### config.mk
export PLATFORM = sky130hd
export DESIGN_NAME = elastic_pipe_reg
export DESIGN_NICKNAME = d
export VERILOG_FILES = /design/src/rtl/pipe_pkg.sv /design/src/rtl/pipe_stall_counter.sv /design/src/rtl/elastic_pipe_reg.sv
export SDC_FILE = /design/constraint.sdc
export NUM_CORES = 1
export LEC_CHECK = 0
export ABC_AREA = 0
export ABC_CLOCK_PERIOD_IN_PS = 14900
export BUFFER_PORTS_ARGS = -buffer_cell sky130_fd_sc_hd__buf_2
export CORE_MARGIN = 2
export CORE_UTILIZATION = 30
export CTS_BUF_LIST = sky130_fd_sc_hd__clkbuf_4 sky130_fd_sc_hd__clkbuf_8
export DETAILED_ROUTE_END_ITERATION = 8
export HOLD_SLACK_MARGIN = 0.05
export PLACE_DENSITY_LB_ADDON = 0.08
export SLEW_MARGIN = 20
export SYNTH_ARGS = -nofsm -noshare
export SYNTH_HDL_FRONTEND = slang
export SYNTH_SLANG_ARGS = --single-unit
### constraint.sdc
create_clock -name clk -period 14.9 [get_ports clk]
set_input_delay 2.235 -clock clk [delete_from_list [all_inputs] [get_ports clk]]
set_output_delay 2.235 -clock clk [all_outputs]
set_load 0.02 [all_outputs]
### src/rtl/pipe_pkg.sv
// Shared definitions for the elastic pipeline boundary registers:
// state encoding, occupancy width, per-boundary field widths and bubbles.
package pipe_pkg;

    typedef enum logic [1:0] {
        PS_EMPTY = 2'd0,
        PS_BUSY  = 2'd1,
        PS_FULL  = 2'd2
    } pipe_state_e;

    localparam int OCC_W = 2;

    // Per-boundary field widths and bubble control values
    localparam int IF_ID_CTRL_W  = 8;
    localparam int IF_ID_DATA_W  = 64;
    localparam int ID_EX_CTRL_W  = 8;
    localparam int ID_EX_DATA_W  = 96;
    localparam int EX_MEM_CTRL_W = 8;
    localparam int EX_MEM_DATA_W = 96;
    localparam int MEM_WB_CTRL_W = 8;
    localparam int MEM_WB_DATA_W = 64;

    localparam logic [IF_ID_CTRL_W-1:0]  IF_ID_BUBBLE  = 8'h00;
    localparam logic [ID_EX_CTRL_W-1:0]  ID_EX_BUBBLE  = 8'h00;
    localparam logic [EX_MEM_CTRL_W-1:0] EX_MEM_BUBBLE = 8'h00;
    localparam logic [MEM_WB_CTRL_W-1:0] MEM_WB_BUBBLE = 8'h00;

    // Number of held entries for a given state
    function automatic logic [OCC_W-1:0] occ_of(input pipe_state_e s);
        logic [OCC_W-1:0] occ;
        case (s)
            PS_EMPTY: occ = 2'd0;
            PS_BUSY:  occ = 2'd1;
            PS_FULL:  occ = 2'd2;
            default:  occ = 2'd0;
        endcase
        return occ;
    endfunction

endpackage

### src/rtl/pipe_stall_counter.sv
// Saturating event counter used to count downstream stall cycles.
module pipe_stall_counter #(
    parameter int CNT_W = 32
) (
    input  logic             clk,
    input  logic             reset,
    input  logic             inc,
    output logic [CNT_W-1:0] count
);

    // Count enabled cycles, sticking at the all-ones value
    always_ff @(posedge clk or posedge reset) begin
        if (reset) begin
            count <= {CNT_W{1'b0}};
        end else if (inc && (count != {CNT_W{1'b1}})) begin
            count <= count + {{(CNT_W-1){1'b0}}, 1'b1};
        end else begin
            count <= count;
        end
    end

endmodule

### src/rtl/elastic_pipe_reg.sv
// Generic pipeline boundary register with valid/ready handshake and a
// two-entry skid buffer (main + skid). in_ready is registered so there is
// no combinational path from out_ready to in_ready. The main register is
// reloaded with the bubble/zero value whenever it becomes empty, so the
// outputs are masked without any output-side logic.
// Optional feature macro: ELASTIC_PIPE_STALL_CNT_EN adds stall_cycles.
module elastic_pipe_reg
    import pipe_pkg::*;
#(
    parameter int                DATA_W      = 96,
    parameter int                CTRL_W      = 8,
    parameter logic [CTRL_W-1:0] CTRL_BUBBLE = {CTRL_W{1'b0}}
) (
    input  logic              clk,
    input  logic              reset,
    input  logic              flush,
    input  logic              in_valid,
    output logic              in_ready,
    input  logic [CTRL_W-1:0] in_ctrl,
    input  logic [DATA_W-1:0] in_data,
    output logic              out_valid,
    input  logic              out_ready,
    output logic [CTRL_W-1:0] out_ctrl,
    output logic [DATA_W-1:0] out_data,
    output logic [OCC_W-1:0]  occupancy
`ifdef ELASTIC_PIPE_STALL_CNT_EN
    ,
    output logic [31:0]       stall_cycles
`endif
);

    pipe_state_e       state_r, nxt_state_s;
    logic [CTRL_W-1:0] main_ctrl_r, nxt_main_ctrl_s;
    logic [DATA_W-1:0] main_data_r, nxt_main_data_s;
    logic [CTRL_W-1:0] skid_ctrl_r, nxt_skid_ctrl_s;
    logic [DATA_W-1:0] skid_data_r, nxt_skid_data_s;
    logic              in_ready_r;
    logic              out_valid_r;
    logic [OCC_W-1:0]  occupancy_r;
    logic              in_fire_s;
    logic              out_fire_s;

    assign in_fire_s  = in_valid & in_ready_r;
    assign out_fire_s = out_valid_r & out_ready;

    // Next-state and storage update selection; flush overrides the handshake
    always_comb begin
        nxt_state_s     = state_r;
        nxt_main_ctrl_s = main_ctrl_r;
        nxt_main_data_s = main_data_r;
        nxt_skid_ctrl_s = skid_ctrl_r;
        nxt_skid_data_s = skid_data_r;
        if (flush) begin
            nxt_state_s     = PS_EMPTY;
            nxt_main_ctrl_s = CTRL_BUBBLE;
            nxt_main_data_s = {DATA_W{1'b0}};
            nxt_skid_ctrl_s = {CTRL_W{1'b0}};
            nxt_skid_data_s = {DATA_W{1'b0}};
        end else begin
            case (state_r)
                PS_EMPTY: begin
                    if (in_fire_s) begin
                        nxt_state_s     = PS_BUSY;
                        nxt_main_ctrl_s = in_ctrl;
                        nxt_main_data_s = in_data;
                    end else begin
                        nxt_state_s = PS_EMPTY;
                    end
                end
                PS_BUSY: begin
                    if (in_fire_s && !out_fire_s) begin
                        nxt_state_s     = PS_FULL;
                        nxt_skid_ctrl_s = in_ctrl;
                        nxt_skid_data_s = in_data;
                    end else if (in_fire_s && out_fire_s) begin
                        nxt_state_s     = PS_BUSY;
                        nxt_main_ctrl_s = in_ctrl;
                        nxt_main_data_s = in_data;
                    end else if (out_fire_s) begin
                        nxt_state_s     = PS_EMPTY;
                        nxt_main_ctrl_s = CTRL_BUBBLE;
                        nxt_main_data_s = {DATA_W{1'b0}};
                    end else begin
                        nxt_state_s = PS_BUSY;
                    end
                end
                PS_FULL: begin
                    if (out_fire_s) begin
                        nxt_state_s     = PS_BUSY;
                        nxt_main_ctrl_s = skid_ctrl_r;
                        nxt_main_data_s = skid_data_r;
                        nxt_skid_ctrl_s = {CTRL_W{1'b0}};
                        nxt_skid_data_s = {DATA_W{1'b0}};
                    end else begin
                        nxt_state_s = PS_FULL;
                    end
                end
                default: begin
                    nxt_state_s     = PS_EMPTY;
                    nxt_main_ctrl_s = CTRL_BUBBLE;
                    nxt_main_data_s = {DATA_W{1'b0}};
                    nxt_skid_ctrl_s = {CTRL_W{1'b0}};
                    nxt_skid_data_s = {DATA_W{1'b0}};
                end
            endcase
        end
    end

    // State, storage and registered handshake/status outputs
    always_ff @(posedge clk or posedge reset) begin
        if (reset) begin
            state_r     <= PS_EMPTY;
            main_ctrl_r <= CTRL_BUBBLE;
            main_data_r <= {DATA_W{1'b0}};
            skid_ctrl_r <= {CTRL_W{1'b0}};
            skid_data_r <= {DATA_W{1'b0}};
            in_ready_r  <= 1'b0;
            out_valid_r <= 1'b0;
            occupancy_r <= {OCC_W{1'b0}};
        end else begin
            state_r     <= nxt_state_s;
            main_ctrl_r <= nxt_main_ctrl_s;
            main_data_r <= nxt_main_data_s;
            skid_ctrl_r <= nxt_skid_ctrl_s;
            skid_data_r <= nxt_skid_data_s;
            in_ready_r  <= (nxt_state_s != PS_FULL);
            out_valid_r <= (nxt_state_s != PS_EMPTY);
            occupancy_r <= occ_of(nxt_state_s);
        end
    end

    assign in_ready  = in_ready_r;
    assign out_valid = out_valid_r;
    assign out_ctrl  = main_ctrl_r;
    assign out_data  = main_data_r;
    assign occupancy = occupancy_r;

`ifdef ELASTIC_PIPE_STALL_CNT_EN
    pipe_stall_counter #(
        .CNT_W (32)
    ) u_stall_counter (
        .clk   (clk),
        .reset (reset),
        .inc   (out_valid_r & ~out_ready),
        .count (stall_cycles)
    );
`else
    // Stall counting disabled: no counter or port
`endif

endmodule
Yosys cells after proc, flatten, opt, wreduce, memory -nomap -nowiden
Index checks and enable logic that the tools add are counted.

Reductions and logical operators: 7. Equality and inequality tests: 11. Muxes and demuxes: 28. Bitwise gates (word level): 2.

Operators by type and width (number): 96-bit two-way mux (8); 96-bit case mux with 3 select lines (2); 8-bit two-way mux (8); 8-bit case mux with 3 select lines (2); 3-bit != test, second input constant (4); 2-bit two-way mux (3); 2-bit case mux with 3 select lines (1); 2-bit by 1-bit == test with 1-bit output, second input constant (2); 2-bit == test, second input constant (2); 2-bit != test, second input constant (2); 4-bit != test, second input constant (1); 2-bit case mux with 2 select lines (1); 4-bit AND reduction (1); 1-bit two-way mux (3); 3-bit AND reduction (1); 1-bit AND (2); 1-bit logical AND (2); 2-bit logical NOT (1); 2-bit nonzero test (1); 1-bit logical NOT (1).

Logic and storage cells: 56. Input bits: 109. Flip-flop bits (word level): 214. Output and inout bits: 108.

Longest topological paths before layout
Gate-level depths: netlist of the first run.

Depth in word-level cells: 8. Depth in mapped cells: 8. Depth with buffers taken out: 4.

Least setup slack after synthesis of the first run
Ideal clock, no wire load.

Path kind: input-to-reg. Start: input port in_valid. End: register main_data_r[45], in the netlist out_data[45]. Path buffers: 2. Stages: 6. Setup time: 128 ps. Required time: 14772 ps. Setup slack: 11385 ps. Arrival: 3387 ps. Cell sequence: clkbuf_1 -> and3b_1 -> a211oi_2 -> o21bai_2 -> buf_4 -> mux2_1.

Longest elaborated chain between the ends: 6. Elaborated cells on any way between the ends: 11. Classes of those cells: eq/ne (3); mux (4); bitwise (1); reduce/logical (3).

Ends and longest elaborated chain: from (decl) (RTL line elastic_pipe_reg.sv:17) `input logic in_valid,`; 1-bit AND (*) (RTL line elastic_pipe_reg.sv:43) `assign in_fire_s = in_valid & in_ready_r;`; 1-bit logical AND (RTL line elastic_pipe_reg.sv:75) `end else if (in_fire_s && out_fire_s) begin`; 96-bit two-way mux (RTL line elastic_pipe_reg.sv:75); 96-bit two-way mux (RTL line elastic_pipe_reg.sv:71) `if (in_fire_s && !out_fire_s) begin`; 96-bit case mux with 3 select lines (RTL line elastic_pipe_reg.sv:60) `case (state_r)`; 96-bit two-way mux (RTL line elastic_pipe_reg.sv:53) `if (flush) begin`; to (signal assigned) (RTL line elastic_pipe_reg.sv:114) `main_data_r <= {DATA_W{1'b0}};`; to (signal assigned) (RTL line elastic_pipe_reg.sv:123) `main_data_r <= nxt_main_data_s;`; to (decl) (RTL line elastic_pipe_reg.sv:34) `logic [DATA_W-1:0] main_data_r, nxt_main_data_s;`.

Every way passes the cells marked *; elsewhere a longest branch is shown, timed or not. The select of a mux whose other input is x is not followed. A chain may end at the register's enable or synchronous reset.

Worst setup path in the final report of the first run
Start: input port in_valid. End: register main_data_r[86], in the netlist out_data[86].

Same word-level chain as after synthesis.

==> results of run 1 <==
## stage by stage
step,instances,hold WS [ns]
3_3_place_gp,1905,0.466
5_1_grt,1986,0.502
3_5_place_dp,1905,0.473
6_report,1989,0.481
4_1_cts,1985,0.488
2_1_floorplan,1278,0.514
## cell families after synthesis
kind of cell           Yosys count  share of synthesized area (%)
multiplexers                   220                           18.6
AND/OR/NAND/NOR                411                           15.4
buffers and inverters          135                           5.25
flip-flops                     214                           44.8
AO/OA/AOI/OAI                  297                           15.9
XOR/XNOR                         1                         0.0733
## synth_stat cells, types with 2 or more instances
cell type and number:
mux2i_1 208, nor2_1 7, o21ai_0 69, a21oi_1 93, mux2_2 2, buf_1 2
a21boi_0 2, o21ai_1 24, mux2_1 10, nand2b_1 107, nand2_1 289, buf_2 30
nor3_1 2, inv_1 3, o32ai_1 91, buf_4 22, dfrtp_1 214, o22a_1 2
clkbuf_1 78, o2bb2ai_1 12
## final timing paths
path / to / slack [ns] / cells after the start
setup / recovery: out_data[86] / 10.75 / 7
hold / removal: out_data[70] / 0.48 / 1
setup reg to reg: out_data[19] / 11.42 / 6
hold reg to reg: out_data[70] / 0.48 / 1
max in group asynchronous: skid_data_r[59] / 10.94 / 4
min in group asynchronous: out_data[7] / 1.81 / 2
## flip-flops by register name, indices dropped and copies added (netlist names)
| register | count |
|---|---|
| out_data | 96 |
| skid_data_r | 96 |
| out_ctrl | 8 |
| skid_ctrl_r | 8 |
| occupancy | 2 |
| state_r | 2 |
| in_ready | 1 |
| out_valid | 1 |
## worst reg2reg max path: stages (launching register included)
cell and delay [ns]:
dfrtp_4 0.88, buf_4 0.73, nand2b_1 0.30, nor2_4 0.15, buf_4 0.86, o21ai_0 0.31, a21oi_1 0.19
## metal layers
metal / GRT usage, % / routed length (µm) / vias up
met5: 0 / 34 / -
met4: 6.31 / 860 / 6
met3: 3.82 / 1860 / 69
met2: 31.4 / 19000 / 222
met1: 27.8 / 19500 / 4995
li1: - / - / 4800
## power breakdown
group	internal (mW)	switching [mW]	leakage (nW)
registers	0.621	0.0363	2.93
logic	0.132	0.271	2.61
clock network	0.384	0.280	0.512
## layout make-up
cell class,instances,area [µm²]
fillers,4163,25300
repair buffers,234,1220
diodes,4,10.0
flip-flops and latches,214,5360
well taps,525,657
inverters,3,18.8
clock buffers,74,912
multi-input cells,929,6030
clock inverters,6,30.0
==> qor.csv, run 1 <==
metric;value;unit
crit_slowest_cell;buf_4;
dieArea;41400;µm²
syn_area;11900;µm²
ys_ff_latch;214;
fmax;241;MHz
cp_top_family;buffers and inverters;
vdd_drop_max;58.1;µV
final_net_count;1535;
drt-pass1-iter-count;5;
setup_slack;10.75;ns
ant_nets;0;
antenna_found_initial;7;
preCtsSetupSlack;10.12;ns
postCtsSetupBuffers;0;
path_cells;buf_4, and3b_1, a211oi_4, buf_4, buf_4, o21ai_0, a21oi_1;
slowest_delay;0.62;ns
wirelength;41200;µm
end_kind;register;
leakage;6.05;nW
syn_nets;1387;
fin_skew;0.0385;ns
cts_root_buf;clkbuf_8;
cp-start-kind;primary input;
min_period;4.15;ns
die_w;204;µm
hpwlAfterDp;22300;µm
grt_pass1_vias;10509;
yosys.area.top_type;dfrtp_1;
p_per_area;121;nW/µm²
final_cell_mix;nand2_1 (288), buf_2 (214), dfrtp_1 (212), mux2i_1 (208), nand2b_1 (106);
cp.required;15.38;ns
status;finished clean;
min_from;out_data[70];
routed_via_density;5.07;
max_slew.worst_pin.slew;1.12;ns
pin_count;217;
clock_latency;0.59;ns
critPathMostFrequentCell;buf_4;
synth.distinct_cells;31;
cts_hold_buffers;0;
vias;10092;
chipHeight;204;µm
yosysSeqAreaShare;44.8;%
syn2layout_area_growth;19.3;%
place_congestion;0.685;
start_util;30.2;%
setup_viol;0;
critPathArrivalTime;4.62;ns
clockBufferDepth;3;
rows;73;
finalCritPeriodShare;27.8;%
rsz0062_at_grt;no;
final_common_cell;nand2_1;
cts_made_buffers;44;
final_area;14200;µm²
synth_cells;1278;
synth_async_sr_flop_share;100;%
drc;0;
clkTransAtPathRegs;0.06;ns
setup.worst_path.start;in_valid;
finalSetupTns;0;ns
slew_viol_final;0;
drive_gt1_share;22.5;%
cts_resized;0;
path_class;in -> reg;
r2r_start;state_r[0];
clock-sinks;214;
synth_ff_type;dfrtp_1;
synth_enable_flop_cells;0;
first_iter_violations;552;
grt_pass1_wl;64500;µm
cts_tree;done;
core;39500;µm²
globalRouteTotalUtil;20.0;%
slew_headroom;25.2;%
synth_area_leaders;dfrtp_1 (45%), mux2i_1 (17%), nand2_1 (9.1%);
dpl_cell_area;13300;µm²
numPortBuffers;216;
hold_path_class;reg -> reg;
p_total;1.72;mW
finalHoldViolCount;0;
yosys.area.top_type_share;44.8;%
h-tree-depth;2;
grt_max_degree;104;
synth_warnings;0;
grt_remaining_overflow;0;
drv_cap;0;
syn-mean-instance-area;9.35;µm²
wl_per_cell;20.7;µm
critical_path_buf_inv_count;3;
path_max_fanout;50;
final_core_util;36.0;%
Power figures use the tool's default switching activity.
==> run 2: changes to the inputs <==
--- a/config.mk
+++ b/config.mk
@@ -5,8 +5,8 @@
 export SDC_FILE = /design/constraint.sdc
 export NUM_CORES = 1
 export LEC_CHECK = 0
-export ABC_AREA = 0
-export ABC_CLOCK_PERIOD_IN_PS = 14900
+export ABC_AREA = 1
+export ABC_CLOCK_PERIOD_IN_PS = 3800
 export BUFFER_PORTS_ARGS = -buffer_cell sky130_fd_sc_hd__buf_2
 export CORE_MARGIN = 2
 export CORE_UTILIZATION = 30
==> constraint.sdc (replaced) <==
create_clock -name clk -period 3.8 [get_ports clk]
set_input_delay 0.57 -clock clk [delete_from_list [all_inputs] [get_ports clk]]
set_output_delay 0.57 -clock clk [all_outputs]
set_load 0.02 [all_outputs]
==> qor.csv, run 2 <==
metric;value;unit;change
clkTransAtPathRegs;0.06;ns;about the same
slowest_delay;0.44;ns;was 0.62 ns
grt_pass1_vias;10688;;was 10.5k
synth_enable_flop_cells;0;;unchanged
globalRouteTotalUtil;19.6;%;was 20.0%
finalSetupTns;0;ns;unchanged
synth_ff_type;dfrtp_1;;unchanged
setup_viol;0;;unchanged
yosysMostFrequentCell;nand2_1;;unchanged
die_w;197;µm;was 204 µm
first_iter_violations;588;;was 552
fill_cells;3924;;was 4163
syn2layout_area_growth;21.3;%;was 19.3%
final_common_cell;nand2_1;;unchanged
ff2ff_path_depth;7;;was 6
path_class;reg -> reg;;was in -> reg
synth_area_leaders;dfrtp_1 (48%), nand2_1 (23%), nand3_1 (12%);;was dfrtp_1 (45%), mux2i_1 (17%), nand2_1 (9.1%)
clockBufferDepth;3;;unchanged
postCtsSetupBuffers;0;;unchanged
drt-pass1-iter-count;5;;unchanged
leakage;7.60;nW;was 6.05 nW
syn_nets;1734;;was 1387
cts_tree;done;;unchanged
cts_root_buf;clkbuf_8;;unchanged
vias;10814;;was 10.1k
max_slew.worst_pin.slew;1.09;ns;was 1.12 ns
core;36700;µm²;was 39500 µm²
wirelength;37300;µm;was 41200 µm
reg2reg_to;out_data[25];;was out_data[19]
seq_area;5360;µm²;about the same
antenna_found_initial;4;;was 7
dieArea;38900;µm²;was 41400 µm²
numPortBuffers;216;;unchanged
drv_cap;0;;unchanged
vdd_drop_max;232;µV;was 58.1 µV
rows;70;;was 73
grt_max_degree;190;;was 104
yosys.area.top_type_share;47.8;%;was 44.8%
end_kind;register;;unchanged
rsz0062_at_grt;no;;unchanged
status;finished clean;;unchanged
slew_viol_final;0;;unchanged
chipHeight;197;µm;was 204 µm
whs;0.329;ns;was 0.481 ns
fmax;434;MHz;
cp.required;4.31;ns;was 15.38 ns
synth_cells;1625;;was 1278
r2r_setup_slack;1.50;ns;was 11.42 ns
grt_remaining_overflow;0;;unchanged
start_util;30.5;%;was 30.2%
wl_per_cell;16.2;µm;was 20.7 µm
place_congestion;0.723;;was 0.685
critical_path_buf_inv_count;2;;was 3
synth_async_sr_flop_share;100;%;unchanged
drive_gt1_share;18.0;%;was 22.5%
cts_made_buffers;44;;unchanged
yosysSeqAreaShare;47.8;%;was 44.8%
hold_end;skid_data_r[64];;was out_data[70]
min_path_cells;5;;was 1
h-tree-depth;2;;unchanged
routed_via_density;4.71;;was 5.07
hpwlAfterDp;21300;µm;was 22300 µm
ys_top_cells_by_count;nand2_1 (677), nand3_1 (277), dfrtp_1 (214), nor2_1 (147), inv_1 (112);;was nand2_1 (289), dfrtp_1 (214), mux2i_1 (208), nand2b_1 (107), a21oi_1 (93)
hold_path_class;in -> reg;;was reg -> reg
p_per_area;515;nW/µm²;was 121 nW/µm²
slew_headroom;27.5;%;was 25.2%
syn_area;11200;µm²;was 11900 µm²
pin_count;217;;unchanged
final_net_count;1906;;was 1535
cp-start-kind;register;;was primary input
grt_pass1_wl;59900;µm;was 64500 µm
crit_slowest_cell;buf_4;;unchanged
drc;0;;unchanged
multi_input_area;4940;µm²;was 6030 µm²
ant_nets;0;;unchanged
clock-sinks;214;;unchanged
clock_latency;0.58;ns;was 0.59 ns
syn-mean-instance-area;6.89;µm²;was 9.35 µm²
synth_warnings;0;;unchanged
fin_skew;0.0103;ns;was 0.0385 ns
final_cell_mix;nand2_1 (674), nand3_1 (277), buf_2 (216), dfrtp_1 (214), nor2_1 (145);;was nand2_1 (288), buf_2 (214), dfrtp_1 (212), mux2i_1 (208), nand2b_1 (106)
r2r_start;state_r[1];;was state_r[0]
yosys.area.top_type;dfrtp_1;;unchanged
ys_ff_latch;214;;unchanged
path_max_fanout;33;;was 50
min_period;2.30;ns;
synth.distinct_cells;17;;was 31
finalCritPeriodShare;60.6;%;
critPathArrivalTime;2.81;ns;was 4.62 ns
finalHoldViolCount;0;;unchanged
min_from;in_data[64];;was out_data[70]
path_cells;inv_2, nand2_4, o21ai_1, nor2_4, buf_4, nand3_1, nand2_1;;was buf_4, and3b_1, a211oi_4, buf_4, buf_4, o21ai_0, a21oi_1
cp_top_family;simple AND/OR/NAND/NOR gates;;was buffers and inverters
-- run 2: cell types whose count changed after synthesis, sizes merged, moves of 12 or more --
| cell | previous run | this run |
|---|---|---|
| nand2 | 289 | 677 |
| o32ai | 91 | 0 |
| nor2 | 7 | 149 |
| mux2i | 208 | 0 |
| inv | 3 | 116 |
| buf | 54 | 67 |
| o21ai | 93 | 21 |
| o2bb2ai | 12 | 0 |
| nand3 | 0 | 278 |
| clkbuf | 78 | 49 |
| nand2b | 107 | 0 |
| mux2 | 12 | 0 |
| a21oi | 93 | 52 |
-- run 2: worst max path at each step --
stage,end,startpoint,depth (start not counted)
after global routing,out_data[25],state_r[1],7
after detailed placement,skid_data_r[64],in_valid,9
after floorplan,in_ready,reset,1
after global placement,skid_data_r[58],in_valid,9
after CTS,out_data[22],state_r[1],7
final,out_data[25],state_r[1],7
-- run 2: per-stage QoR --
step	total power [mW]	cell area [µm²]	worst slack (ns)	cells	util (%)
floorplan	3.85	11200	0.446	1625	-
global placement	4.53	12700	1.34	2218	34.5
detailed placement	4.53	12700	1.33	2218	34.5
CTS	7.14	13600	1.47	2292	37.0
global route	7.45	13600	1.31	2292	37.0
finish	6.99	13600	1.50	2294	37.0
-- run 2: logic make-up after synthesis --
family	count (synthesis)	synth area share, %
simple gates	1105	40.3
flops	214	47.8
buf+inv	232	8.59
compound gates	74	3.33
-- run 2: cell type report --
cell class	count	area share (%)
flip-flops and latches	214	39.4
clock buffers	72	6.42
multi-input cells	1179	36.4
diodes	2	0.0368
repair buffers	242	9.97
inverters	116	3.27
clock inverters	1	0.221
well taps	468	4.31
-- run 2: power by group --
part | switching (mW) | leakage [nW] | total, mW | internal [mW]
Sequential | 0.146 | 2.92 | 2.66 | 2.52
Clock | 1.04 | 0.483 | 2.53 | 1.50
Combinational | 1.30 | 4.20 | 1.79 | 0.495
Total | 2.49 | 7.60 | 6.99 | 4.51
-- run 2: worst min-delay path: stages --
cell,delay [ns]
buf_2,0.10
inv_1,0.04
nor2_1,0.04
nand2_1,0.06
a21oi_1,0.05
-- run 2: per-layer routing --
| metal | share of wire (%) | track usage (%) | vias up | routed length (µm) |
|---|---|---|---|---|
| li1 | - | - | 5412 | - |
| met1 | 49 | 28.0 | 5068 | 18400 |
| met2 | 43 | 29.7 | 266 | 16100 |
| met3 | 5.3 | 4.20 | 64 | 1970 |
| met4 | 2.0 | 5.40 | 4 | 762 |
| met5 | 0.072 | 0 | - | 27 |
-- run 2: timing repair --
action	4_1_cts	5_1_grt
hold buffers	1	0
endpoints found under the hold margin	2	0
resized for setup	0	0
==> run 3: changes to the inputs <==
--- a/config.mk
+++ b/config.mk
@@ -6,7 +6,7 @@
 export NUM_CORES = 1
 export LEC_CHECK = 0
 export ABC_AREA = 1
-export ABC_CLOCK_PERIOD_IN_PS = 3800
+export ABC_CLOCK_PERIOD_IN_PS = 2100
 export BUFFER_PORTS_ARGS = -buffer_cell sky130_fd_sc_hd__buf_2
 export CORE_MARGIN = 2
 export CORE_UTILIZATION = 30
==> constraint.sdc (replaced) <==
create_clock -name clk -period 2.1 [get_ports clk]
set_input_delay 0.315 -clock clk [delete_from_list [all_inputs] [get_ports clk]]
set_output_delay 0.315 -clock clk [all_outputs]
set_load 0.02 [all_outputs]
==> qor.csv, run 3 (same netlist as run 2, synthesis figures left out) <==
metric;value;unit;change
clockBufferDepth;3;;unchanged
chipHeight;197;µm;unchanged
drc;0;;unchanged
fin_skew;0.0234;ns;was 0.0103 ns
final_common_cell;nand2_1;;unchanged
preCtsSetupSlack;0.256;ns;was 1.33 ns
slowest_delay;0.52;ns;was 0.44 ns
path_cells;inv_2, nor2_4, buf_4, nand2_1, nand3_1, nand3_1, nand2_1;;was inv_2, nand2_4, o21ai_1, nor2_4, buf_4, nand3_1, nand2_1
hpwlAfterDp;22000;µm;was 21300 µm
cp_top_family;buffers and inverters;;was simple AND/OR/NAND/NOR gates
routed_via_density;4.70;;was 4.71
slew_viol_final;0;;unchanged
slew_headroom;47.4;%;was 27.5%
wl_per_cell;16.1;µm;was 16.2 µm
leakage;7.82;nW;was 7.60 nW
globalRouteTotalUtil;19.4;%;was 19.6%
clkTransAtPathRegs;0.06;ns;about the same
hold_path_class;in -> reg;;unchanged
gr-usage-met3;3.82;%;was 4.20%
max_slew.worst_pin.slew;0.789;ns;was 1.09 ns
use_met1;27.5;%;was 28.0%
stdcell_count;2324;;was 2294
setup_slack;0.271;ns;was 1.50 ns
postCtsSetupBuffers;0;;unchanged
path_class;reg -> reg;;unchanged
h-tree-depth;2;;unchanged
final_area;14100;µm²;was 13600 µm²
min_period;1.83;ns;was 2.30 ns
die_w;197;µm;unchanged
crit_slowest_cell;buf_4;;unchanged
wirelength;37300;µm;about the same
drt-pass1-iter-count;4;;was 5
dp.cells;2230;;was 2218
vdd_drop_max;414;µV;was 232 µV
grt_max_degree;161;;was 190
cts_tree;done;;unchanged
p_per_area;924;nW/µm²;was 515 nW/µm²
dieArea;38900;µm²;unchanged
clock-sinks;214;;unchanged
dpl_cell_area;13000;µm²;was 12700 µm²
pin_count;217;;unchanged
finalCritPeriodShare;87.1;%;was 60.6%
cp.required;2.59;ns;was 4.31 ns
critPathArrivalTime;2.32;ns;was 2.81 ns
rsz0062_at_grt;no;;unchanged
cts_made_buffers;43;;was 44
critical_path_buf_inv_count;2;;unchanged
vias;10916;;was 10.8k
end_kind;register;;unchanged
grt_pass1_wl;59800;µm;was 59900 µm
setup_viol;0;;unchanged
place_congestion;0.743;;was 0.723
syn2layout_area_growth;25.6;%;was 21.3%
first_iter_violations;584;;was 588
numPortBuffers;216;;unchanged
drive_gt1_share;18.7;%;was 18.0%
core;36700;µm²;unchanged
clock_latency;0.56;ns;was 0.58 ns
drv_cap;0;;unchanged
gr-usage-met2;30.0;%;was 29.7%
final_cell_mix;nand2_1 (674), nand3_1 (277), buf_2 (216), dfrtp_1 (214), nor2_1 (145);;unchanged
top_usage_layer;met2;;unchanged
fmax;547;MHz;was 434 MHz
finalHoldViolCount;0;;unchanged
grt_pass1_vias;10806;;was 10.7k
r2r_setup_slack;0.27;ns;was 1.50 ns
cp-start-kind;register;;unchanged
start_util;30.5;%;unchanged
antenna_found_initial;4;;unchanged
cts_root_buf;clkbuf_8;;unchanged
grt_remaining_overflow;0;;unchanged
rows;70;;unchanged
path_max_fanout;43;;was 33
status;finished clean;;unchanged
ant_nets;0;;unchanged
final_net_count;1929;;was 1906
-- run 3: final cells by class --
cell class                      instances  area (µm²)
Clock inverter                          5        25.0
Multi-Input combinational cell       1179        4940
Fill cell                            3846       22600
Inverter                              116         444
Clock buffer                           73         948
Antenna cell                            3        7.51
Timing Repair Buffer                  266        1760
Tap cell                              468         586
Sequential cell                       214        5360
-- run 3: metrics by stage --
| step | util (%) | TNS, ns | power [mW] | hold slack (ns) |
|---|---|---|---|---|
| 2_1_floorplan | - | -213.82 | 6.97 | 0.479 |
| 3_5_place_dp | 35.3 | 0 | 8.36 | 0.348 |
| 5_1_grt | 38.3 | 0 | 13.8 | 0.0921 |
| 4_1_cts | 38.3 | 0 | 13.3 | 0.0505 |
| 3_3_place_gp | 35.3 | 0 | 8.34 | 0.350 |
| 6_report | 38.3 | 0 | 13.0 | 0.105 |
-- run 3: routing by layer --
layer  part of all wire [%]  vias up
met5                      0        -
met4                    2.4        0
met3                    5.4       57
met2                     44      267
met1                     48     5128
li1                       -     5464
-- run 3: worst reg2reg max path: cells and delay by family, from the launching register on --
kind | cells | cell delay (ns)
buffers and inverters | 2 | 0.66
DFF | 1 | 0.44
and+or+nand+nor | 5 | 0.67
-- run 3: what timing repair did --
item                      in CTS  in global routing
hold buffers                  13                  0
hold endpoints to repair      20                  0
gates resized for setup        0                  0
-- run 3: worst paths after layout --
path / from / to / depth (start not counted)
max: state_r[1] / out_data[0] / 7
min: in_data[5] / skid_data_r[5] / 5
max reg2reg: state_r[1] / out_data[0] / 7
min reg2reg: out_data[35] / out_data[35] / 2
max in group asynchronous: reset / skid_data_r[43] / 5
min in group asynchronous: reset / skid_data_r[83] / 3
-- run 3: where the power goes --
part | switching (mW) | internal [mW] | leakage, nW
Clock | 1.92 | 2.83 | 0.521
Sequential | 0.256 | 4.56 | 2.92
Combinational | 2.38 | 1.05 | 4.38
Total | 4.56 | 8.44 | 7.82
